**src/rtl/llc_mem_bridge_pkg.sv**
```systemverilog
// Shared LLC memory-channel types and cache geometry constants.
// Latency: n/a (types and constants only).
// Backpressure: n/a.
package llc_mem_bridge_pkg;

   localparam int WORDS_PER_LINE = 4;
   localparam int BITS_PER_WORD  = 32;
   localparam int ADDR_BITS      = 32;
   localparam int HPROT_WIDTH    = 2;
   localparam int HSIZE_WIDTH    = 3;

   localparam int WORD_OFFSET    = $clog2(WORDS_PER_LINE);
   localparam int BYTE_OFFSET    = $clog2(BITS_PER_WORD / 8);
   localparam int LINE_ADDR_BITS = ADDR_BITS - WORD_OFFSET - BYTE_OFFSET;
   localparam int LINE_BITS      = WORDS_PER_LINE * BITS_PER_WORD;

   typedef logic [LINE_BITS-1:0]      line_t;
   typedef logic [LINE_ADDR_BITS-1:0] line_addr_t;
   typedef logic [HPROT_WIDTH-1:0]    hprot_t;
   typedef logic [HSIZE_WIDTH-1:0]    hsize_t;
   typedef logic [BITS_PER_WORD-1:0]  word_t;

   typedef struct packed {
      logic       hwrite;
      hsize_t     hsize;
      hprot_t     hprot;
      line_addr_t addr;
      line_t      line;
   } llc_mem_req_t;

   typedef struct packed {
      line_t line;
   } llc_mem_rsp_t;

endpackage

```
**src/rtl/llc_mem_bridge_if.sv**
```systemverilog
// LLC request/response channel plus word-wide memory command/read-data bus.
// Latency: n/a (wires only).
// Backpressure: req and rsp are valid/ready; mem_cmd is valid/ready; mem_rdata has none.
// Ports: slave = bridge side (takes LLC requests, drives memory commands),
//        master = environment side (LLC core + memory controller).
interface llc_mem_bridge_if;
   import llc_mem_bridge_pkg::*;

   logic          llc_mem_req_valid;
   logic          llc_mem_req_ready;
   llc_mem_req_t  llc_mem_req;
   logic          llc_mem_rsp_valid;
   logic          llc_mem_rsp_ready;
   llc_mem_rsp_t  llc_mem_rsp;
   logic          mem_cmd_valid;
   logic          mem_cmd_ready;
   logic          mem_cmd_write;
   logic [ADDR_BITS-1:0] mem_cmd_addr;
   hprot_t        mem_cmd_hprot;
   word_t         mem_cmd_wdata;
   logic          mem_rdata_valid;
   word_t         mem_rdata;

   modport slave (
      input  llc_mem_req_valid, llc_mem_req, llc_mem_rsp_ready,
             mem_cmd_ready, mem_rdata_valid, mem_rdata,
      output llc_mem_req_ready, llc_mem_rsp_valid, llc_mem_rsp,
             mem_cmd_valid, mem_cmd_write, mem_cmd_addr, mem_cmd_hprot, mem_cmd_wdata
   );

   modport master (
      output llc_mem_req_valid, llc_mem_req, llc_mem_rsp_ready,
             mem_cmd_ready, mem_rdata_valid, mem_rdata,
      input  llc_mem_req_ready, llc_mem_rsp_valid, llc_mem_rsp,
             mem_cmd_valid, mem_cmd_write, mem_cmd_addr, mem_cmd_hprot, mem_cmd_wdata
   );

endinterface

```
**src/rtl/llc_mem_bridge_line_assembler.sv**
```systemverilog
// Collects word-wide read beats into a cache line, in arrival order.
// Latency: beat written into the line on the clock edge that samples it.
// Backpressure: none; caller only presents beats it has already qualified.
// Ports: clr_i restarts the beat count, beat_vld_i/beat_dat_i write word beat_cnt_o,
//        line_o is the assembled line, full_o is high once every word has landed.
module llc_line_assembler #(
   parameter int WORDS_PER_LINE = 4,
   parameter int BITS_PER_WORD  = 32
) (
   input  logic                                    clk,
   input  logic                                    rst,
   input  logic                                    clr_i,
   input  logic                                    beat_vld_i,
   input  logic [BITS_PER_WORD-1:0]                beat_dat_i,
   output logic [WORDS_PER_LINE*BITS_PER_WORD-1:0] line_o,
   output logic [$clog2(WORDS_PER_LINE):0]         beat_cnt_o,
   output logic                                    full_o
);
   import llc_mem_bridge_pkg::*;

   localparam int WO = $clog2(WORDS_PER_LINE);
   localparam int CW = WO + 1;
   localparam int LB = WORDS_PER_LINE * BITS_PER_WORD;

   logic [LB-1:0] line_q, line_d;
   logic [CW-1:0] cnt_q, cnt_d;
   logic [WO-1:0] idx;

   assign idx = cnt_q[WO-1:0];

   always_comb begin
      line_d = line_q;
      cnt_d  = cnt_q;
      if (clr_i) begin
         cnt_d = '0;
      end else if (beat_vld_i) begin
         line_d[idx*BITS_PER_WORD +: BITS_PER_WORD] = beat_dat_i;
         cnt_d = cnt_q + 1'b1;
      end
   end

   always_ff @(posedge clk or negedge rst) begin
      if (!rst) begin
         line_q <= '0;
         cnt_q  <= '0;
      end else begin
         line_q <= line_d;
         cnt_q  <= cnt_d;
      end
   end

   assign line_o     = line_q;
   assign beat_cnt_o = cnt_q;
   assign full_o     = (cnt_q == CW'(WORDS_PER_LINE));

endmodule

```
**src/rtl/llc_mem_bridge.sv**
```systemverilog
// Bridges line-granular LLC read/write requests onto a word-wide pipelined memory bus.
// Latency: first command one cycle after request accept; read line one cycle after last beat.
// Backpressure: one transaction at a time (req_ready only in IDLE); commands stall on
//               mem_cmd_ready with stable payload; response line held until llc_mem_rsp_ready.
// Ports: clk, rst (async, active-low), bus (slave modport of llc_mem_bridge_if).
module llc_mem_bridge #(
   parameter int WORDS_PER_LINE = llc_mem_bridge_pkg::WORDS_PER_LINE,
   parameter int BITS_PER_WORD  = llc_mem_bridge_pkg::BITS_PER_WORD,
   parameter int ADDR_BITS      = llc_mem_bridge_pkg::ADDR_BITS
) (
   input  logic             clk,
   input  logic             rst,
   llc_mem_bridge_if.slave  bus
);
   import llc_mem_bridge_pkg::*;

   localparam int WO = $clog2(WORDS_PER_LINE);
   localparam int BO = $clog2(BITS_PER_WORD / 8);
   localparam int LA = ADDR_BITS - WO - BO;
   localparam int LB = WORDS_PER_LINE * BITS_PER_WORD;
   localparam int CW = WO + 1;
   localparam logic [CW-1:0] LAST   = CW'(WORDS_PER_LINE - 1);
   localparam logic [CW-1:0] NWORDS = CW'(WORDS_PER_LINE);

   typedef enum logic [1:0] {IDLE, READ, RESP, WRITE} state_e;

   state_e                 state_q, state_d;
   logic [CW-1:0]          cmd_cnt_q, cmd_cnt_d;
   logic                   cmd_vld_q, cmd_vld_d;
   logic                   write_q, write_d;
   logic [LA-1:0]          addr_q, addr_d;
   logic [HPROT_WIDTH-1:0] hprot_q, hprot_d;
   logic [LB-1:0]          wline_q, wline_d;

   logic          cmd_fire;
   logic [CW-1:0] cmd_cnt_post;
   logic          beat_ok;
   logic          asm_clr;
   logic [CW-1:0] beat_cnt;
   logic [LB-1:0] rline;
   logic          asm_full;
   logic [WO-1:0] cmd_idx;
   logic [HSIZE_WIDTH-1:0] unused_hsize;

   // Transfers are always full lines, so the size field carries no information.
   assign unused_hsize = bus.llc_mem_req.hsize;

   assign cmd_fire     = cmd_vld_q & bus.mem_cmd_ready;
   assign cmd_cnt_post = cmd_cnt_q + CW'(cmd_fire);
   // Compare against the post-increment count so a zero-latency memory may
   // return a beat in the same cycle its command is accepted.
   assign beat_ok      = bus.mem_rdata_valid && (state_q == READ) && (beat_cnt < cmd_cnt_post);

   always_comb begin
      state_d   = state_q;
      cmd_cnt_d = cmd_cnt_q;
      write_d   = write_q;
      addr_d    = addr_q;
      hprot_d   = hprot_q;
      wline_d   = wline_q;
      asm_clr   = 1'b0;
      case (state_q)
         IDLE: begin
            if (bus.llc_mem_req_valid) begin
               write_d   = bus.llc_mem_req.hwrite;
               addr_d    = bus.llc_mem_req.addr;
               hprot_d   = bus.llc_mem_req.hprot;
               wline_d   = bus.llc_mem_req.line;
               cmd_cnt_d = '0;
               asm_clr   = 1'b1;
               state_d   = bus.llc_mem_req.hwrite ? WRITE : READ;
            end
         end
         WRITE: begin
            cmd_cnt_d = cmd_cnt_post;
            if (cmd_fire && (cmd_cnt_q == LAST)) state_d = IDLE;
         end
         READ: begin
            cmd_cnt_d = cmd_cnt_post;
            if (beat_ok && (beat_cnt == LAST)) state_d = RESP;
         end
         RESP: begin
            if (bus.llc_mem_rsp_ready) state_d = IDLE;
         end
         default: state_d = IDLE;
      endcase
      // Registered valid: decided from next state/count so it never depends
      // combinationally on mem_cmd_ready.
      cmd_vld_d = ((state_d == READ) || (state_d == WRITE)) && (cmd_cnt_d < NWORDS);
   end

   always_ff @(posedge clk or negedge rst) begin
      if (!rst) begin
         state_q   <= IDLE;
         cmd_cnt_q <= '0;
         cmd_vld_q <= 1'b0;
         write_q   <= 1'b0;
         addr_q    <= '0;
         hprot_q   <= '0;
         wline_q   <= '0;
      end else begin
         state_q   <= state_d;
         cmd_cnt_q <= cmd_cnt_d;
         cmd_vld_q <= cmd_vld_d;
         write_q   <= write_d;
         addr_q    <= addr_d;
         hprot_q   <= hprot_d;
         wline_q   <= wline_d;
      end
   end

   llc_line_assembler #(
      .WORDS_PER_LINE (WORDS_PER_LINE),
      .BITS_PER_WORD  (BITS_PER_WORD)
   ) u_asm (
      .clk        (clk),
      .rst        (rst),
      .clr_i      (asm_clr),
      .beat_vld_i (beat_ok),
      .beat_dat_i (bus.mem_rdata),
      .line_o     (rline),
      .beat_cnt_o (beat_cnt),
      .full_o     (asm_full)
   );

   // Payload is a pure mux of registered state, so it holds while stalled.
   assign cmd_idx           = cmd_cnt_q[WO-1:0];
   assign bus.mem_cmd_valid = cmd_vld_q;
   assign bus.mem_cmd_write = write_q;
   assign bus.mem_cmd_addr  = {addr_q, cmd_idx, {BO{1'b0}}};
   assign bus.mem_cmd_hprot = hprot_q;
   assign bus.mem_cmd_wdata = wline_q[cmd_idx*BITS_PER_WORD +: BITS_PER_WORD];

   assign bus.llc_mem_req_ready = (state_q == IDLE);
   assign bus.llc_mem_rsp_valid = (state_q == RESP);
   assign bus.llc_mem_rsp       = '{line: rline};

   a_no_stray_beat: assert property (@(posedge clk) disable iff (!rst)
      bus.mem_rdata_valid |-> beat_ok)
      else $warning("llc_mem_bridge: read beat discarded (no outstanding read)");

   a_resp_full: assert property (@(posedge clk) disable iff (!rst)
      (state_q == RESP) |-> asm_full);

endmodule

```
**src/flat_wrapper.sv**
```systemverilog
// flat-port wrapper written by rule: the top's interface ports become plain ports
module llc_mem_bridge_flat import llc_mem_bridge_pkg::*;
#(
   parameter int WORDS_PER_LINE = llc_mem_bridge_pkg::WORDS_PER_LINE,
   parameter int BITS_PER_WORD  = llc_mem_bridge_pkg::BITS_PER_WORD,
   parameter int ADDR_BITS      = llc_mem_bridge_pkg::ADDR_BITS
)
  (clk, rst, bus_llc_mem_req_valid, bus_llc_mem_req, bus_llc_mem_rsp_ready, bus_mem_cmd_ready, bus_mem_rdata_valid, bus_mem_rdata, bus_llc_mem_req_ready, bus_llc_mem_rsp_valid, bus_llc_mem_rsp, bus_mem_cmd_valid, bus_mem_cmd_write, bus_mem_cmd_addr, bus_mem_cmd_hprot, bus_mem_cmd_wdata);
  llc_mem_bridge_if bus_i ();
  input  logic clk;
  input  logic rst;
  input wire logic [$bits(bus_i.llc_mem_req_valid)-1:0] bus_llc_mem_req_valid;
  input wire logic [$bits(bus_i.llc_mem_req)-1:0] bus_llc_mem_req;
  input wire logic [$bits(bus_i.llc_mem_rsp_ready)-1:0] bus_llc_mem_rsp_ready;
  input wire logic [$bits(bus_i.mem_cmd_ready)-1:0] bus_mem_cmd_ready;
  input wire logic [$bits(bus_i.mem_rdata_valid)-1:0] bus_mem_rdata_valid;
  input wire logic [$bits(bus_i.mem_rdata)-1:0] bus_mem_rdata;
  output wire logic [$bits(bus_i.llc_mem_req_ready)-1:0] bus_llc_mem_req_ready;
  output wire logic [$bits(bus_i.llc_mem_rsp_valid)-1:0] bus_llc_mem_rsp_valid;
  output wire logic [$bits(bus_i.llc_mem_rsp)-1:0] bus_llc_mem_rsp;
  output wire logic [$bits(bus_i.mem_cmd_valid)-1:0] bus_mem_cmd_valid;
  output wire logic [$bits(bus_i.mem_cmd_write)-1:0] bus_mem_cmd_write;
  output wire logic [$bits(bus_i.mem_cmd_addr)-1:0] bus_mem_cmd_addr;
  output wire logic [$bits(bus_i.mem_cmd_hprot)-1:0] bus_mem_cmd_hprot;
  output wire logic [$bits(bus_i.mem_cmd_wdata)-1:0] bus_mem_cmd_wdata;
  assign bus_i.llc_mem_req_valid = bus_llc_mem_req_valid;
  assign bus_i.llc_mem_req = bus_llc_mem_req;
  assign bus_i.llc_mem_rsp_ready = bus_llc_mem_rsp_ready;
  assign bus_i.mem_cmd_ready = bus_mem_cmd_ready;
  assign bus_i.mem_rdata_valid = bus_mem_rdata_valid;
  assign bus_i.mem_rdata = bus_mem_rdata;
  assign bus_llc_mem_req_ready = bus_i.llc_mem_req_ready;
  assign bus_llc_mem_rsp_valid = bus_i.llc_mem_rsp_valid;
  assign bus_llc_mem_rsp = bus_i.llc_mem_rsp;
  assign bus_mem_cmd_valid = bus_i.mem_cmd_valid;
  assign bus_mem_cmd_write = bus_i.mem_cmd_write;
  assign bus_mem_cmd_addr = bus_i.mem_cmd_addr;
  assign bus_mem_cmd_hprot = bus_i.mem_cmd_hprot;
  assign bus_mem_cmd_wdata = bus_i.mem_cmd_wdata;
  llc_mem_bridge #(.WORDS_PER_LINE(WORDS_PER_LINE), .BITS_PER_WORD(BITS_PER_WORD), .ADDR_BITS(ADDR_BITS)) u_core (.clk(clk), .rst(rst), .bus(bus_i));
endmodule
```
**config.mk**
```make
export PLATFORM = sky130hd
export DESIGN_NAME = llc_mem_bridge_flat
export DESIGN_NICKNAME = d
export VERILOG_FILES = /design/src/rtl/llc_mem_bridge_pkg.sv /design/src/rtl/llc_mem_bridge_if.sv /design/src/rtl/llc_mem_bridge_line_assembler.sv /design/src/rtl/llc_mem_bridge.sv /design/src/flat_wrapper.sv
export SDC_FILE = /design/constraint.sdc
export NUM_CORES = 1
export LEC_CHECK = 0
export BUFFER_PORTS_ARGS = -buffer_cell sky130_fd_sc_hd__buf_2
export CORE_ASPECT_RATIO = 0.75
export CORE_MARGIN = 1
export CORE_UTILIZATION = 52
export DETAILED_ROUTE_END_ITERATION = 8
export PLACE_DENSITY = 0.84
export SLEW_MARGIN = 20
export SYNTH_ARGS = -nofsm -noshare
export SYNTH_HDL_FRONTEND = slang
export SYNTH_SLANG_ARGS = --single-unit
```
**constraint.sdc**
```tcl
create_clock -name clk -period 2.85 [get_ports clk]
set_input_delay 0.57 -clock clk [delete_from_list [all_inputs] [get_ports clk]]
set_output_delay 0.57 -clock clk [all_outputs]
set_load 0.01 [all_outputs]
```
-- Yosys cells after proc, flatten, opt, wreduce, memory -nomap -nowiden
Index checks and enable logic that the tools add are counted.
- input port bits: 200
- register bits after elaboration: 296
- output and inout port bits: 198
- order comparisons: 2
- reductions and logical operators: 11
- shift-type cells: 3
- add/sub/neg operators: 3
- multiplexer cells: 13
- bitwise operators: 2
- equal/unequal tests: 7
- operators by type and width (kind ; count):
    $bwmux W128 ; 1
    $shift A32 B34 Y128 const A ; 1
    $shiftx A128 B8 Y32 ; 1
    $shiftx A32 B34 Y128 ; 1
    $neg A7 Y34 ; 1
    $mux W2 ; 5
    $mux W3 ; 3
    $pmux W2 S4 ; 1
    $eq A2 B2 Y1 const B ; 3
    $eq A3 B2 Y1 const B ; 2
    $pmux W3 S2 ; 1
    $logic_and A1 B1 Y1 ; 5
    $eq A2 B1 Y1 const B ; 2
    $reduce_and A2 Y1 ; 2
    $add A3 B1 Y3 ; 1
    $add A3 B1 Y3 const B ; 1
    $lt A3 B3 Y1 ; 1
    $lt A3 B3 Y1 const B ; 1
    $logic_not A2 Y1 ; 1
    $mux W1 ; 2
    $reduce_bool A2 Y1 ; 1
    $reduce_or A2 Y1 ; 1
    $and A1 B1 Y1 ; 1
    $logic_or A1 B1 Y1 ; 1
    $not A1 Y1 ; 1

-- Depth between registers and ports, before layout
Gate-level depths: netlist of run 1.
- depth after elaboration: 10
- mapped depth: 12
- depth with buffers taken out: 9

-- Hierarchy
A second synthesis of run 1 with hierarchy kept.
- cells, all modules: 797
- area, all modules: 12887.4 sq um
- modules (own cells, without submodules) (module ; area an instance (sq um) ; cells each ; sequential area each (sq um) ; instances):
    llc_mem_bridge ; 7165.6 ; 427 ; 4129.0 ; 1
    llc_line_assembler ; 5721.7 ; 370 ; 3278.1 ; 1

-- Worst setup path before layout of run 1
OpenSTA, ideal clock, no wires.
- kind: input to register
- from: in bus_mem_cmd_ready
- to: reg u_core.u_asm.line_q[100] (netlist: u_core.u_asm.line_o[100])
- required time: 2771 ps
- slack: 208 ps
- arrival time: 2563 ps
- buffers on the path: 3
- cell stages on the path: 12
- path through: and2_1 -> ha_1 -> ha_1 -> inv_1 -> ha_1 -> o21ai_0 -> o211a_1 -> buf_2 -> and2_1 -> buf_6 -> buf_6 -> mux2i_1
- word-level cells in the longest chain between the ends: 5
- ends and longest elaborated chain (what ; RTL line ; source):
    from (decl) ; flat_wrapper.sv:15 ; input wire logic [$bits(bus_i.mem_cmd_ready)-1:0] bus_mem_cmd_ready;
    $and A1 B1 Y1 ; llc_mem_bridge.sv:48 ; assign cmd_fire = cmd_vld_q & bus.mem_cmd_ready;
    $add A3 B1 Y3 ; llc_mem_bridge.sv:49 ; assign cmd_cnt_post = cmd_cnt_q + CW'(cmd_fire);
    $lt A3 B3 Y1 ; llc_mem_bridge.sv:52 ; assign beat_ok = bus.mem_rdata_valid && (state_q == READ) && (beat_cnt < cmd_cnt_post);
    $logic_and A1 B1 Y1 ; llc_mem_bridge.sv:52 ;
    $reduce_and A2 Y1 (no line) ; - ;
    to (signal assigned) ; llc_mem_bridge_line_assembler.sv:47 ; line_q <= line_d;
    to (decl) ; llc_mem_bridge_line_assembler.sv:25 ; logic [LB-1:0] line_q, line_d;
Every way passes these cells.
A chain may end at the register's enable or synchronous reset.

-- Worst setup path after layout of run 1
- from: reg u_core.cmd_vld_q (netlist: u_core.bus.mem_cmd_valid)
- to: reg u_core.u_asm.line_q[55] (netlist: u_core.u_asm.line_o[55])
- word-level cells in the longest chain between the ends: 5
- ends and longest elaborated chain (what ; RTL line ; source):
    from (decl) ; llc_mem_bridge.sv:29 ; logic cmd_vld_q, cmd_vld_d;
    from (signal assigned) ; llc_mem_bridge.sv:104 ; cmd_vld_q <= cmd_vld_d;
    $and A1 B1 Y1 ; llc_mem_bridge.sv:48 ;
    $add A3 B1 Y3 ; llc_mem_bridge.sv:49 ;
    $lt A3 B3 Y1 ; llc_mem_bridge.sv:52 ;
    $logic_and A1 B1 Y1 ; llc_mem_bridge.sv:52 ;
    $reduce_and A2 Y1 (no line) ; - ;
Every way passes these cells.

==> qor.csv, run 1 <==
stage,metric,value,unit
global_route,via count of the first global-routing pass,10933,
power,proportion of total power due to net switching,38.4,%
global_route,total congestion overflow after global routing,0,
route,starting DRC count in detailed routing,916,
yosys,total of warnings raised by yosys,0,
power,Power per Cell Area,1140,mW/mm²
yosys,dominant cell by count in the synthesized netlist,sky130_fd_sc_hd__nand2_1,
setup_path,capturing element type of the critical path,register,
cts,number of buffers on the longest clock path,3,
cells_and_area,cell area after layout,0.0166,mm²
timing,final-report setup violation count,0,
status,run status,finished clean,
global_route,maximum number of pins on one net before global-route repair,77,
die,initial core utilization,53.5,%
setup_path,most frequent cell on the critical path,sky130_fd_sc_hd__ha_1,
place,Setup Slack @ Placement,-385,ps
yosys,synth top area cells,"sky130_fd_sc_hd__dfrtp_1 (57%), sky130_fd_sc_hd__nand2_1 (18%), sky130_fd_sc_hd__mux2i_1 (7.5%)",
power,part of the total power dissipated in the clock network,22.0,%
setup_path,data required time of the worst path,3300,ps
yosys,Most used DFF post-synth,sky130_fd_sc_hd__dfrtp_1,
place,GP Congestion,0.826,
route,Detailed Routing Iterations Pass 1,5,
power,register share of total power,36.8,%
die,total die area,0.0256,mm²
cts,htree depth,1,
die,horizontal die dimension,185,µm
yosys,synthesized area divided by synthesized cell count,9.75,µm²
power,combinational fraction of design power,41.1,%
timing,unrepaired setup endpoints after global routing,false,
job,Max-Cap Viols,0,
timing,fraction of the cycle the final worst path needs,96.2,%
cts,CTS clock-pin slew for the worst setup and hold paths,70,ps
die,Ports,398,
setup_path,WP data arrival,3190,ps
cells_and_area,fraction of final layout cells with drive strength greater than 1,30.4,%
timing,upper clock frequency limit,0.365,GHz
global_route,first-pass GRT wire length,56800,µm
place,count of input and output buffers,392,
cells_and_area,Post-layout nets,1924,
die,number of cell rows,49,
setup_path,slowest cell on the critical path,sky130_fd_sc_hd__dfrtp_1,
timing,least setup slack across all paths after layout,107,ps
timing,max-slew violation total from the final report,0,
power,static leakage power,8.68,nW
cts,latest clock arrival within the worst-skew pair,550,ps
timing,normalized max-slew margin,43.9,%
timing,pin slew with the least headroom to its limit,840,ps
setup_path,critical-path cell list,and2_1 > ha_1 > ha_1 > inv_1 > ha_1 > nor3b_4 > o211a_1 > and2_2 > buf_12 > mux2i_1,
min_path,worst min-delay path class,input pin to register,
route,met2 wire length,17000,µm
power,VDD IR-drop max,0.000736,V
yosys,synthesized netlist cell count,1334,
yosys,largest area contributor in the netlist,sky130_fd_sc_hd__dfrtp_1,
route,via total after detailed routing,10732,
yosys,Synth top area share,57.0,%
route,routed wire length per instance,17.2,µm
yosys,total standard cell area after synthesis,0.0130,mm²
die,core region area,0.0243,mm²
timing,final number of hold-violating endpoints,0,
route,total routed wirelength,35600,µm
power,internal power of the cells,11.7,mW
route,routed wire length on met3,2700,µm
cts,Clock Sinks,296,
route,DRT met1 WL,14300,µm
route,uppermost layer routed,met4,
setup_path,critical path launch point type,register,
place,total placed cells including tap cells,2010,
die,overall die height,139,µm
setup_path,maximum fanout along the worst path,17,
place,Placement Cell Area,0.0154,mm²
cells_and_area,Area Overhead vs Synth,27.3,%
timing,Setup TNS,0,ps
place,total half-perimeter wirelength after legalization and detailed placement,24200,µm
cts,clock buffer count from CTS,29,
yosys,flip-flop and latch count after synthesis,296,
timing,Max Clock Skew,17.4,ps
route,drt drc,0,
cts,Root Buffer,sky130_fd_sc_hd__clkbuf_16,
yosys,ranking of synthesized cells by instance count,"sky130_fd_sc_hd__nand2_1 (615), sky130_fd_sc_hd__dfrtp_1 (296), sky130_fd_sc_hd__inv_1 (101), sky130_fd_sc_hd__mux2i_1 (98), sky130_fd_sc_hd__clkbuf_1 (47)",
yosys,"Distinct cells, synth",29,
global_route,initial antenna violation count,7,
route,Detail Route Antenna Nets,0,
setup_path,path type of the worst setup path,register to register,
yosys,share of the yosys chip area belonging to registers,57.0,%
yosys,share of synthesized registers carrying an async set or reset,100,%
power,Switching Power,7.26,mW
cts,TritonCTS clock tree,yes,
route,Vias/cell,5.18,
cells_and_area,filler-free cell count of the finished design,2072,
setup_path,largest incremental delay on the critical path,400,ps
timing,Final Critical Period,2740,ps
global_route,overall routing resource usage,28.1,%
yosys,Post-synth EDFFs,0,
## final cells by class
type                       instances  area, µm²
fill                            1837       7730
sequential                       296       7410
multi-input combinational        854       4850
timing repair buffer             431       2450
clock buffer                      39        803
tap                              331        414
inverter                         101        379
clock inverter                    14        233
antenna                            6       15.0
## routing by layer
layer | track usage [%] | vias to the layer above
met1 | 35.5 | 5184
met4 | 13.2 | 0
met3 | 6.51 | 117
met2 | 45.9 | 465
li1 | - | 4966
met5 | 0 | -
## cell families (layout without fill, tap and decap cells)
kind of cell / after synthesis / after routing / share of synthesized area (%)
multiplexers: 131 / 131 / 13.2
adder cells (fa/ha/maj): 11 / 11 / 1.06
AND/OR/NAND/NOR: 634 / 635 / 18.7
XOR/XNOR: 2 / 2 / 0.135
other: 1 / 8 / 0.0288
AO/OA/AOI/OAI: 73 / 73 / 3.58
flip-flops: 296 / 296 / 57.0
buffers and inverters: 186 / 585 / 6.32
## critical path: cells and delay by family, from the launching register on
family,cells,cell delay (ps)
mux,1,260
fa+ha+maj,3,710
simple gates,3,770
buf+inv,2,240
compound gates,1,250
flops,1,400
## what timing repair did
action,CTS,global route
setup buffers,0,1
endpoints found under the setup margin,65,54
hold buffers,1,0
pin swaps,0,1
endpoints found under the hold margin,20,0
cloned,1,0
resized for setup,5,1
## placed cells by master, fill, tap and decap left out, drive strengths merged, types with 2 or more instances in the layout
cell / count
mux4: 32
conb: 2
diode: 6
clkinvlp: 2
clkbuf: 39
nor2: 6
o211ai: 2
inv: 102
dfrtp: 296
nand2: 615
o31ai: 33
and2: 5
ha: 11
buf: 430
bufinv: 6
mux2i: 98
o21ai: 35
nor3b: 5
clkinv: 5
## worst paths after layout
check	slack [ps]	from	to	depth (start not counted)
worst max-delay path	110	u_core.bus.mem_cmd_valid	u_core.u_asm.line_o[55]	10
worst min-delay path	200	bus_llc_mem_req[0]	u_core.wline_q[0]	3
worst max register to register	110	u_core.bus.mem_cmd_valid	u_core.u_asm.line_o[55]	10
worst min register to register	470	u_core.wline_q[105]	u_core.wline_q[105]	2
max in group asynchronous	1490	rst	u_core.wline_q[7]	3
min in group asynchronous	570	rst	u_core.u_asm.line_o[13]	2
## power by group through the flow
stage | Sequential [mW] | Combinational (mW) | Clock, mW
finish | 6.97 | 7.79 | 4.17
global route | 7.17 | 8.56 | 4.40
CTS | 6.95 | 7.75 | 4.24
detailed placement | 6.98 | 7.55 | 0
global placement | 6.88 | 7.29 | 0
floorplan | 7.19 | 4.33 | 0
## flip-flops by register name (all words and copies together), names as in the netlist
| signal | count |
|---|---|
| u_core.bus.mem_cmd_valid | 1 |
| u_core.cmd_cnt_q | 3 |
| u_core.u_asm.line_o | 128 |
| u_core.addr_q | 28 |
| u_core.bus.mem_cmd_write | 1 |
| u_core.wline_q | 128 |
| u_core.bus.mem_cmd_hprot | 2 |
| u_core.state_q | 2 |
| u_core.u_asm.beat_cnt_o | 3 |
## through the flow
step	utilization, %	hold slack, ps	power [mW]
after detailed placement	63.6	456	14.5
after global routing	68.2	201	20.1
after global placement	63.6	452	14.2
after CTS	68.0	188	18.9
final	68.2	204	18.9
after floorplan	-	274	11.5
No activity file was read; power rests on OpenSTA's default activity.
==> inputs of run 2 (changes only) <==
--- a/config.mk
+++ b/config.mk
@@ -8,9 +8,9 @@
 export BUFFER_PORTS_ARGS = -buffer_cell sky130_fd_sc_hd__buf_2
 export CORE_ASPECT_RATIO = 0.75
 export CORE_MARGIN = 1
-export CORE_UTILIZATION = 52
+export CORE_UTILIZATION = 47
 export DETAILED_ROUTE_END_ITERATION = 8
-export PLACE_DENSITY = 0.84
+export PLACE_DENSITY = 0.8
 export SLEW_MARGIN = 20
 export SYNTH_ARGS = -nofsm -noshare
 export SYNTH_HDL_FRONTEND = slang
==> constraint.sdc (replaced) <==
create_clock -name clk -period 2.4 [get_ports clk]
set_input_delay 0.48 -clock clk [delete_from_list [all_inputs] [get_ports clk]]
set_output_delay 0.48 -clock clk [all_outputs]
set_load 0.01 [all_outputs]
==> qor.csv, run 2 (synthesis results as in run 1) <==
stage,metric,value,unit
cells_and_area,Area Overhead vs Synth,31.5,%
setup_path,critical path launch point type,register,
die,horizontal die dimension,194,µm
global_route,total congestion overflow after global routing,0,
route,met2 wire length,17800,µm
timing,least setup slack across all paths after layout,-22.4,ps
cells_and_area,fraction of final layout cells with drive strength greater than 1,31.6,%
timing,fraction of the cycle the final worst path needs,101,%
die,core region area,0.0271,mm²
job,Max-Cap Viols,0,
setup_path,maximum fanout along the worst path,7,
cells_and_area,"commonest non-fill, non-tap cell in the layout",sky130_fd_sc_hd__nand2_1,
cells_and_area,filler-free cell count of the finished design,2106,
route,total routed wirelength,37100,µm
cells_and_area,Post-layout nets,1940,
min_path,Min-Delay Path Depth,3,
cts,CTS clock-pin slew for the worst setup and hold paths,70,ps
place,total half-perimeter wirelength after legalization and detailed placement,24000,µm
place,total placed cells including tap cells,2031,
route,routed wire length on met3,2620,µm
die,Ports,398,
timing,Final Critical Period,2420,ps
place,Setup Slack @ Placement,-174,ps
power,proportion of total power due to net switching,37.7,%
min_path,endpoint with the worst hold slack,u_core.wline_q[64],
timing,Max Clock Skew,15.4,ps
place,Placement Cell Area,0.0156,mm²
timing,pin slew with the least headroom to its limit,505,ps
status,run status,"complete, but fails checks",
setup_path,path type of the worst setup path,register to register,
cells_and_area,cell area after layout,0.0171,mm²
setup_path,register-to-register setup slack,-20,ps
timing,upper clock frequency limit,0.413,GHz
global_route,first-pass GRT wire length,57300,µm
cts,TritonCTS clock tree,yes,
route,via total after detailed routing,10733,
setup_path,startpoint of the worst-slack reg-to-reg timing path,u_core.cmd_cnt_q[0],
setup_path,worst r2r path cells,10,
cts,Root Buffer,sky130_fd_sc_hd__clkbuf_16,
cts,Clock Sinks,296,
setup_path,data required time of the worst path,2860,ps
die,number of cell rows,52,
cts,clock buffer count from CTS,29,
power,Power per Cell Area,1370,mW/mm²
route,Detail Route Antenna Nets,0,
cts,latest clock arrival within the worst-skew pair,550,ps
power,part of the total power dissipated in the clock network,21.0,%
setup_path,kind of cell adding the most delay to the critical path,simple AND/OR/NAND/NOR gates,
die,initial core utilization,48.0,%
die,overall die height,146,µm
cts,htree depth,1,
place,GP Congestion,0.835,
setup_path,critical-path cell list,buf_6 > ha_4 > ha_4 > xnor2_4 > ha_4 > nor3b_2 > o211a_1 > and2_4 > clkbuf_16 > mux2i_1,
global_route,maximum number of pins on one net before global-route repair,68,
place,count of input and output buffers,392,
min_path,origin of the worst min-delay path,bus_llc_mem_req[64],
route,DRT met1 WL,15400,µm
cells_and_area,final core area utilization,63.2,%
global_route,via count of the first global-routing pass,11147,
global_route,initial antenna violation count,5,
timing,final number of hold-violating endpoints,0,
setup_path,most frequent cell on the critical path,sky130_fd_sc_hd__ha_4,
power,static leakage power,8.88,nW
global_route,overall routing resource usage,25.2,%
setup_path,slowest cell on the critical path,sky130_fd_sc_hd__dfrtp_2,
route,Detailed Routing Iterations Pass 1,5,
power,Power Total,23.4,mW
power,VDD IR-drop max,0.000832,V
power,Switching Power,8.83,mW
route,uppermost layer routed,met5,
timing,normalized max-slew margin,66.3,%
timing,final-report setup violation count,29,
status,violated checks,setup timing,
power,internal power of the cells,14.6,mW
setup_path,WP data arrival,2880,ps
die,total die area,0.0283,mm²
setup_path,combined buffer and inverter count along the critical path,2,
setup_path,capturing element type of the critical path,register,
route,drt drc,0,
setup_path,largest incremental delay on the critical path,440,ps
cts,number of buffers on the longest clock path,3,
power,combinational fraction of design power,43.7,%
power,register share of total power,35.3,%
timing,Worst Hold Margin,118,ps
min_path,worst min-delay path class,input pin to register,
timing,max-slew violation total from the final report,0,
route,routed wire length per instance,17.6,µm
timing,Setup TNS,-296,ps
setup_path,capture instance of the worst register-to-register path,u_core.u_asm.line_o[50],
timing,unrepaired setup endpoints after global routing,true,
route,starting DRC count in detailed routing,629,
cells_and_area,"commonest cells after routing, fill and taps aside","sky130_fd_sc_hd__nand2_1 (614), sky130_fd_sc_hd__buf_2 (386), sky130_fd_sc_hd__dfrtp_1 (294)",
route,Vias/cell,5.10,
## run 2: layout make-up
type                            count  area [µm²]
Antenna cell                        4        10.0
Inverter                          101         379
Tap cell                          351         439
Fill cell                        2156        9970
Multi-Input combinational cell    853        4910
Clock inverter                     16         223
Sequential cell                   296        7410
Clock buffer                       37         806
Timing Repair Buffer              448        2920
## run 2: power by group through the flow
stage / clock, mW / combinational, mW / sequential (mW)
6_report: 4.91 / 10.2 / 8.27
5_1_grt: 5.17 / 11.2 / 8.49
4_1_cts: 4.99 / 9.91 / 8.23
2_1_floorplan: 0 / 5.26 / 8.54
3_3_place_gp: 0 / 9.16 / 8.13
3_5_place_dp: 0 / 9.46 / 8.25
## run 2: what timing repair did
item / CTS / global route
endpoints found under the hold margin: 51 / 0
pin swaps: 2 / 11
gates cloned: 3 / 9
endpoints found under the setup margin: 37 / 147
gates resized for setup: 8 / 13
hold buffers: 1 / 0
setup buffers: 4 / 1
## run 2: metal layers
metal  track usage [%]  vias to the layer above
li1                  -                     4993
met1              32.5                     5230
met2              42.1                      423
met3              5.22                       85
met4              9.56                        2
met5                 0                        -
## run 2: worst max-delay path by stage
stage	end	cells after the start	start	slack, ps
2_1_floorplan	u_core.u_asm.line_o[100]	12	bus_mem_cmd_ready	5
3_3_place_gp	u_core.u_asm.line_o[47]	11	bus_mem_cmd_ready	-120
3_5_place_dp	u_core.u_asm.line_o[51]	11	bus_mem_cmd_ready	-170
4_1_cts	bus_mem_cmd_wdata[4]	4	u_core.cmd_cnt_q[0]	-40
5_1_grt	u_core.u_asm.line_o[42]	10	u_core.cmd_cnt_q[0]	-100
6_report	u_core.u_asm.line_o[50]	10	u_core.cmd_cnt_q[0]	-20
## run 2: tightest hold or removal path, stage by stage
cell and delay [ps]:
sky130_fd_sc_hd__buf_2 70, sky130_fd_sc_hd__nand2_1 40, sky130_fd_sc_hd__nand2_1 40
